<file path="config.mk">
export PLATFORM = sky130hd
export DESIGN_NAME = roll_removal_sequencer_flat
export DESIGN_NICKNAME = d
export VERILOG_FILES = /design/src/rtl/roll_removal_sequencer_pkg.sv /design/src/rtl/roll_removal_sequencer_if.sv /design/src/rtl/count_ones_32.sv /design/src/rtl/roll_removal_sequencer.sv /design/src/flat_wrapper.sv
export SDC_FILE = /design/constraint.sdc
export NUM_CORES = 1
export LEC_CHECK = 0
export CAP_MARGIN = 40
export CORE_MARGIN = 1.5
export CORE_UTILIZATION = 36
export CTS_BUF_LIST = sky130_fd_sc_hd__clkbuf_2 sky130_fd_sc_hd__clkbuf_4 sky130_fd_sc_hd__clkbuf_8
export DETAILED_ROUTE_END_ITERATION = 8
export DONT_BUFFER_PORTS = 1
export PLACE_DENSITY = 0.6
export SLEW_MARGIN = 20
export SYNTH_ARGS = -nofsm -noshare
export SYNTH_HDL_FRONTEND = slang
export SYNTH_SLANG_ARGS = --single-unit
</file>
<file path="constraint.sdc">
create_clock -name clock -period 5.6 [get_ports clock]
set_input_delay 1.68 -clock clock [delete_from_list [all_inputs] [get_ports clock]]
set_output_delay 1.68 -clock clock [all_outputs]
set_load 0.005 [all_outputs]
</file>
<file path="src/rtl/roll_removal_sequencer_pkg.sv">
// Shared types and constants for the roll removal sequencer.
package roll_removal_sequencer_pkg;

    localparam int ROW_W = 32;

    typedef enum logic [2:0] {
        IDLE     = 3'd0,
        PRIME0   = 3'd1,
        PRIME1   = 3'd2,
        SWEEP    = 3'd3,
        PASS_END = 3'd4,
        DONE     = 3'd5
    } state_e;

    // The counter must hold every bit of the grid without wrapping.
    function automatic int cnt_w_for(input int rows);
        return $clog2(rows * ROW_W + 1);
    endfunction

endpackage

</file>
<file path="src/rtl/roll_removal_sequencer_if.sv">
// Row memory and window bus between the sequencer and its environment.
//
// There is no valid/ready handshake on this bus. The read port returns
// rd_data one cycle after rd_en. A write is taken in any cycle where wr_en
// is high. The window triple is meaningful while win_valid is high, and
// mask_in must answer it combinationally in the same cycle.
interface roll_removal_sequencer_if #(
    parameter int ADDR_W = 8
);
    import roll_removal_sequencer_pkg::*;

    logic              rd_en;
    logic [ADDR_W-1:0] rd_addr;
    logic [ROW_W-1:0]  rd_data;
    logic              wr_en;
    logic [ADDR_W-1:0] wr_addr;
    logic [ROW_W-1:0]  wr_data;
    logic              win_valid;
    logic [ROW_W-1:0]  win_prev;
    logic [ROW_W-1:0]  win_cur;
    logic [ROW_W-1:0]  win_next;
    logic [ROW_W-1:0]  mask_in;

    modport master (
        output rd_en, rd_addr, wr_en, wr_addr, wr_data,
        output win_valid, win_prev, win_cur, win_next,
        input  rd_data, mask_in
    );

    modport slave (
        input  rd_en, rd_addr, wr_en, wr_addr, wr_data,
        input  win_valid, win_prev, win_cur, win_next,
        output rd_data, mask_in
    );

endinterface

</file>
<file path="src/rtl/count_ones_32.sv">
// Population count of one 32-bit row.
module count_ones_32 (
    input  logic [31:0] value,
    output logic [5:0]  count
);

    // Sum the set bits.
    always_comb begin
        count = 6'd0;
        for (int i = 0; i < 32; i++) begin
            count = count + 6'(value[i]);
        end
    end

endmodule

</file>
<file path="src/rtl/roll_removal_sequencer.sv">
// Repeated-removal sweep over the row memory. Each pass streams the rows
// through a 3-row window, writes back each row with the accessible rolls
// cleared, and totals the removals until a pass removes nothing or the
// pass limit is hit.
module roll_removal_sequencer
    import roll_removal_sequencer_pkg::*;
#(
    parameter int ROWS       = 136,
    parameter int ADDR_W     = 8,
    parameter int MAX_PASSES = 255,
    parameter int CNT_W      = cnt_w_for(ROWS)
) (
    input  logic                     clock,
    input  logic                     clear_n,
    input  logic                     start,
    roll_removal_sequencer_if.master bus,
    output logic                     busy,
    output logic                     done,
    output logic                     timeout,
    output logic [CNT_W-1:0]         total_removed,
    output logic [7:0]               passes,
    output logic [2:0]               dbg_state
);

    localparam logic [2:0] S_IDLE     = 3'(IDLE);
    localparam logic [2:0] S_PRIME0   = 3'(PRIME0);
    localparam logic [2:0] S_PRIME1   = 3'(PRIME1);
    localparam logic [2:0] S_SWEEP    = 3'(SWEEP);
    localparam logic [2:0] S_PASS_END = 3'(PASS_END);
    localparam logic [2:0] S_DONE     = 3'(DONE);

    logic [2:0]       state;
    logic [ADDR_W-1:0] row;
    logic [ROW_W-1:0] cur;
    logic [ROW_W-1:0] prev;
    logic [CNT_W-1:0] pass_cnt;

    logic             in_sweep;
    logic             last_row;
    logic             read_ahead;
    logic [ROW_W-1:0] eff;
    logic [ROW_W-1:0] kept;
    logic [5:0]       eff_ones;

    count_ones_32 u_count (
        .value (eff),
        .count (eff_ones)
    );

    // Window and memory port decode; everything is gated by state so that
    // reset silences the memory strobes immediately.
    always_comb begin
        in_sweep   = (state == S_SWEEP);
        last_row   = (row == ADDR_W'(ROWS - 1));
        read_ahead = ((ADDR_W + 1)'(row) + (ADDR_W + 1)'(2)) < (ADDR_W + 1)'(ROWS);
        eff        = bus.mask_in & cur;
        kept       = cur & ~eff;

        bus.rd_en   = 1'b0;
        bus.rd_addr = '0;
        case (state)
            S_PRIME0: begin
                bus.rd_en   = 1'b1;
                bus.rd_addr = '0;
            end
            S_PRIME1: begin
                bus.rd_en   = 1'b1;
                bus.rd_addr = ADDR_W'(1);
            end
            S_SWEEP: begin
                bus.rd_en   = read_ahead;
                bus.rd_addr = read_ahead ? row + ADDR_W'(2) : '0;
            end
            default: ;
        endcase

        bus.wr_en     = in_sweep;
        bus.wr_addr   = in_sweep ? row : '0;
        bus.wr_data   = in_sweep ? kept : '0;
        bus.win_valid = in_sweep;
        bus.win_prev  = prev;
        bus.win_cur   = cur;
        bus.win_next  = (in_sweep && !last_row) ? bus.rd_data : '0;

        busy      = (state != S_IDLE);
        done      = (state == S_DONE);
        dbg_state = state;
    end

    // Pass sequencing, window shift and removal accounting.
    always_ff @(posedge clock or negedge clear_n) begin
        if (!clear_n) begin
            state         <= S_IDLE;
            row           <= '0;
            cur           <= '0;
            prev          <= '0;
            pass_cnt      <= '0;
            total_removed <= '0;
            passes        <= '0;
            timeout       <= 1'b0;
        end else begin
            case (state)
                S_IDLE: begin
                    if (start) begin
                        total_removed <= '0;
                        passes        <= '0;
                        timeout       <= 1'b0;
                        pass_cnt      <= '0;
                        state         <= S_PRIME0;
                    end
                end
                S_PRIME0: state <= S_PRIME1;
                S_PRIME1: begin
                    cur   <= bus.rd_data;
                    prev  <= '0;
                    row   <= '0;
                    state <= S_SWEEP;
                end
                S_SWEEP: begin
                    // prev holds the already-updated row for the next window.
                    prev     <= kept;
                    cur      <= bus.rd_data;
                    pass_cnt <= pass_cnt + CNT_W'(eff_ones);
                    if (last_row) begin
                        state <= S_PASS_END;
                    end else begin
                        row <= row + ADDR_W'(1);
                    end
                end
                S_PASS_END: begin
                    passes        <= passes + 8'd1;
                    total_removed <= total_removed + pass_cnt;
                    if (pass_cnt == '0) begin
                        state <= S_DONE;
                    end else if (({1'b0, passes} + 9'd1) == 9'(MAX_PASSES)) begin
                        timeout <= 1'b1;
                        state   <= S_DONE;
                    end else begin
                        pass_cnt <= '0;
                        state    <= S_PRIME0;
                    end
                end
                S_DONE:  state <= S_IDLE;
                default: state <= S_IDLE;
            endcase
        end
    end

endmodule
</file>
<file path="src/flat_wrapper.sv">
// flat-port wrapper written by rule: the top's interface ports become plain ports
module roll_removal_sequencer_flat import roll_removal_sequencer_pkg::*;
#(
    parameter int ROWS       = 136,
    parameter int ADDR_W     = 8,
    parameter int MAX_PASSES = 255,
    parameter int CNT_W      = cnt_w_for(ROWS)
)
  (clock, clear_n, start, busy, done, timeout, total_removed, passes, dbg_state, bus_rd_en, bus_rd_addr, bus_wr_en, bus_wr_addr, bus_wr_data, bus_win_valid, bus_win_prev, bus_win_cur, bus_win_next, bus_rd_data, bus_mask_in);
  roll_removal_sequencer_if #(.ADDR_W(ADDR_W)) bus_i ();
  input  logic clock;
  input  logic clear_n;
  input  logic start;
  output logic busy;
  output logic done;
  output logic timeout;
  output logic [CNT_W-1:0] total_removed;
  output logic [7:0] passes;
  output logic [2:0] dbg_state;
  output wire logic [$bits(bus_i.rd_en)-1:0] bus_rd_en;
  output wire logic [$bits(bus_i.rd_addr)-1:0] bus_rd_addr;
  output wire logic [$bits(bus_i.wr_en)-1:0] bus_wr_en;
  output wire logic [$bits(bus_i.wr_addr)-1:0] bus_wr_addr;
  output wire logic [$bits(bus_i.wr_data)-1:0] bus_wr_data;
  output wire logic [$bits(bus_i.win_valid)-1:0] bus_win_valid;
  output wire logic [$bits(bus_i.win_prev)-1:0] bus_win_prev;
  output wire logic [$bits(bus_i.win_cur)-1:0] bus_win_cur;
  output wire logic [$bits(bus_i.win_next)-1:0] bus_win_next;
  input wire logic [$bits(bus_i.rd_data)-1:0] bus_rd_data;
  input wire logic [$bits(bus_i.mask_in)-1:0] bus_mask_in;
  assign bus_rd_en = bus_i.rd_en;
  assign bus_rd_addr = bus_i.rd_addr;
  assign bus_wr_en = bus_i.wr_en;
  assign bus_wr_addr = bus_i.wr_addr;
  assign bus_wr_data = bus_i.wr_data;
  assign bus_win_valid = bus_i.win_valid;
  assign bus_win_prev = bus_i.win_prev;
  assign bus_win_cur = bus_i.win_cur;
  assign bus_win_next = bus_i.win_next;
  assign bus_i.rd_data = bus_rd_data;
  assign bus_i.mask_in = bus_mask_in;
  roll_removal_sequencer #(.ROWS(ROWS), .ADDR_W(ADDR_W), .MAX_PASSES(MAX_PASSES), .CNT_W(CNT_W)) u_core (.clock(clock), .clear_n(clear_n), .start(start), .bus(bus_i), .busy(busy), .done(done), .timeout(timeout), .total_removed(total_removed), .passes(passes), .dbg_state(dbg_state));
endmodule
</file>
==> results by group <==
Synthesis
  – Syn_area_per_cell: 9.105 µm²
  – Post-synth top flop: dfrtp_1
  – Ys Warns: 0
  – EDFF count, synth: 0
  – Register area share after synthesis: 40.04%
  – Synth Instances: 755
  – Post-Syn Area: 6874 µm²
  – Netlist cell types: 65
  – Async SR Flop Fraction: 100.0%
  – Synth Net Count: 880
  – Register bit count reported by yosys: 110

Global routing
  – First-pass GRT wire length: 28,470 µm
  – Largest net degree at the start of global routing: 111
  – Gr busiest metal: met2
  – Met1 usage: 23.04%
  – Met2 Use GR: 31.71%
  – GR Util All Layers: between 15 and 20%
  – Grt ovf: 0
  – Number of global-route vias before repair: about 5,400
  – GR Util met3: 3.974%
  – Initial antenna violation count: 0

Die
  – Die area: 19,930 µm²
  – Initial Utilization: 36.75%
  – Die width: 141.2 µm
  – Row count: 50
  – I/O pins: about 240
  – Core Area: 18,710 µm²
  – Die height: 141.2 µm

Layout
  – Area growth syn-to-layout: 9.283%
  – Layout cell share with drive strength beyond 1: about 9.6%
  – Post-layout net count: slightly below 900
  – Finished Core Util: between 40% and 50%
  – Commonest non-fill, non-tap cell in the layout: nand2_1
  – Most frequent cells in the layout: nand2_1, dfrtp_1, and2_1
  – Ant. Diodes: 0

Clock network
  – Clock buffer count from CTS: 9
  – H-tree levels: 3
  – CTS tree: yes
  – CTS Buffer Depth: 2
  – Clk sinks: 110
  – Worst skew pair latency: 0.39 ns
  – Clk root buf: clkbuf_8
  – Clock-pin slew on the worst setup and hold paths: 0.12 ns

Route
  – Post-route ant nets: 0
  – Drt total wl: between 15,000 and 20,000 µm
  – Routed vias: between 5,000 and 6,000
  – First DRT Iteration DRCs: 196
  – Drt wl/cell: 18.58 µm
  – DRC errors left: 0
  – First-pass detailed-route iteration total: 5
  – Routed vias/inst: 5.377

Critical path
  – Setup CP Type: input pin to register
  – Slowest-stage cell, CP: fa_1
  – Start of the worst register-to-register path: u_core.bus.win_cur[5]
  – CP Launch Type: input pin
  – Worst Path Max Fanout: 3
  – Most Frequent Cell on Critical Path: fa_1
  – Max stage delay on crit path: 0.56 ns
  – Crit path buffers/inverters: 1
  – Reg2reg end: u_core.pass_cnt[12]
  – Critical Path AT: between 6 and 7 ns
  – R2r setup slk: 0.19 ns
  – Worst EP required: 5.92 ns
  – CP delay by family, top: adder cells
  – Worst path cell trace: and2_4 > fa_1 > inv_2 > fa_1 > fa_1 > fa_1 > fa_1 > fa_1 > fa_2 > fa_2 > nor2b_4 > o31ai_2 > a21oi_2 > nand2_2 > or4_1 > a21oi_1
  – Worst r2r path cells: 16
  – Type of destination of the critical path: register

Job
  – Max-cap viol count: 0

Timing
  – Final WS setup: -0.6442 ns
  – Slew margin rel.: between 50% and 60%
  – Slew @ Worst Pin: 0.7297 ns
  – WHS: 0.5131 ns
  – Minimum clock period: between 6 and 7 ns
  – Layout Skew: 0.01838 ns
  – # setup viols final: 11
  – Slew Limit Fails: 0
  – Final period util: 111.5%
  – Setup repair after global routing missed its margin: yes
  – Max Freq: 0.1601 GHz
  – Hold Vio Cnt, Final: 0

Worst hold path
  – HP Class: register to register
  – Worst Hold End: u_core.bus.win_prev[2]
  – Hold Crit Start: u_core.bus.win_prev[2]
  – Hold path cells: 1

Placement
  – Port Buffers: 0
  – Placer's final routability congestion estimate: 0.8248
  – HPWL Detailed: about 13,000 µm

Run status
  – Status: complete, but fails checks
  – Failing checks: negative setup slack
## logic make-up after synthesis
logic type	after synthesis	synth area share (%)
AND/OR/NAND/NOR	343	24.77
flip-flops	110	40.04
buffers and inverters	75	4.350
adder cells (fa/ha/maj)	58	13.51
AO/OA/AOI/OAI	142	13.82
XOR/XNOR	24	3.058
multiplexers	3	0.4550
## cells in the mapped netlist, types with 2 or more instances
cell	n	area (µm²)
a211o_1	2	17.52
a211oi_1	3	22.52
a21o_1	36	270.3
a21oi_1	23	115.1
a22o_1	7	61.31
a31oi_1	4	25.02
and2_1	40	250.2
and3_1	14	87.58
buf_1	2	7.510
buf_2	2	10.01
buf_4	2	15.01
clkbuf_1	33	123.9
dfrtp_1	110	2753
fa_1	27	540.5
ha_1	31	387.9
inv_1	34	127.6
mux2i_1	2	20.02
nand2_1	164	615.6
nand3_1	14	70.07
nand4_1	7	43.79
nand4b_1	2	17.52
nor2_1	33	123.9
nor2b_1	3	18.77
nor3_1	11	55.05
nor3b_1	33	247.7
nor4_1	5	31.28
o211ai_1	3	22.52
o21a_1	7	52.55
o21ai_0	29	145.1
o21ai_1	7	35.03
o2bb2ai_1	2	17.52
o31ai_1	5	37.54
or3_1	3	18.77
or4_1	2	15.01
xnor2_1	10	87.58
xor2_1	14	122.6
## flip-flops by register name (all words and copies together) (netlist names)
register              count
u_core.timeout            1
u_core.pass_cnt          13
u_core.row                8
u_core.passes             8
u_core.bus.win_cur       32
u_core.total_removed     13
u_core.dbg_state          3
u_core.bus.win_prev      32
## routing by layer
metal	share of wire, %	vias to the layer above	routed length [µm]
met5	0	-	0
met4	1.2	0	221
met3	6.2	18	1151
met2	50	208	9228
met1	42	2561	7832
li1	-	2547	-
## how the worst max path moves through the flow
stage / from / slack, ns / depth (start not counted) / to
after global placement: bus_mask_in[5] / -1.11 / 16 / u_core.pass_cnt[12]
after CTS: bus_mask_in[5] / -0.63 / 16 / u_core.pass_cnt[12]
after floorplan: bus_mask_in[5] / -0.92 / 16 / u_core.pass_cnt[12]
after global routing: bus_mask_in[5] / -0.82 / 16 / u_core.pass_cnt[12]
final: bus_mask_in[5] / -0.64 / 16 / u_core.pass_cnt[12]
after detailed placement: bus_mask_in[5] / -1.15 / 16 / u_core.pass_cnt[12]
## per-stage QoR
step | setup WS (ns) | TNS [ns] | cells | instance area, µm²
after global placement | -1.114 | -9.407 | 970 | 7182
after CTS | -0.6336 | -4.494 | 990 | 7475
after floorplan | -0.9223 | -6.545 | 755 | 6884
after detailed placement | -1.147 | -9.937 | 970 | 7182
final | -0.6442 | -4.837 | 992 | 7512
after global routing | -0.8188 | -6.443 | 992 | 7512
## final cells by class
cell class / instances / area [µm²]
Timing Repair Buffer: 27 / 210.2
Fill cell: 1876 / 11190
Multi-Input combinational cell: 570 / 3899
Clock inverter: 7 / 102.6
Inverter: 35 / 131.4
Sequential cell: 110 / 2753
Tap cell: 234 / 292.8
Clock buffer: 9 / 123.9
## what timing repair did
action / CTS / global route
setup endpoints to repair: 11 / 12
setup buffers: 5 / 2
gates resized for setup: 9 / 6
hold buffers: 0 / 0
gates cloned: 0 / 0
pin swaps: 15 / 6
Power is not shown: default switching activity piles up to over one toggle a cycle in this logic, so the estimate is an artifact.
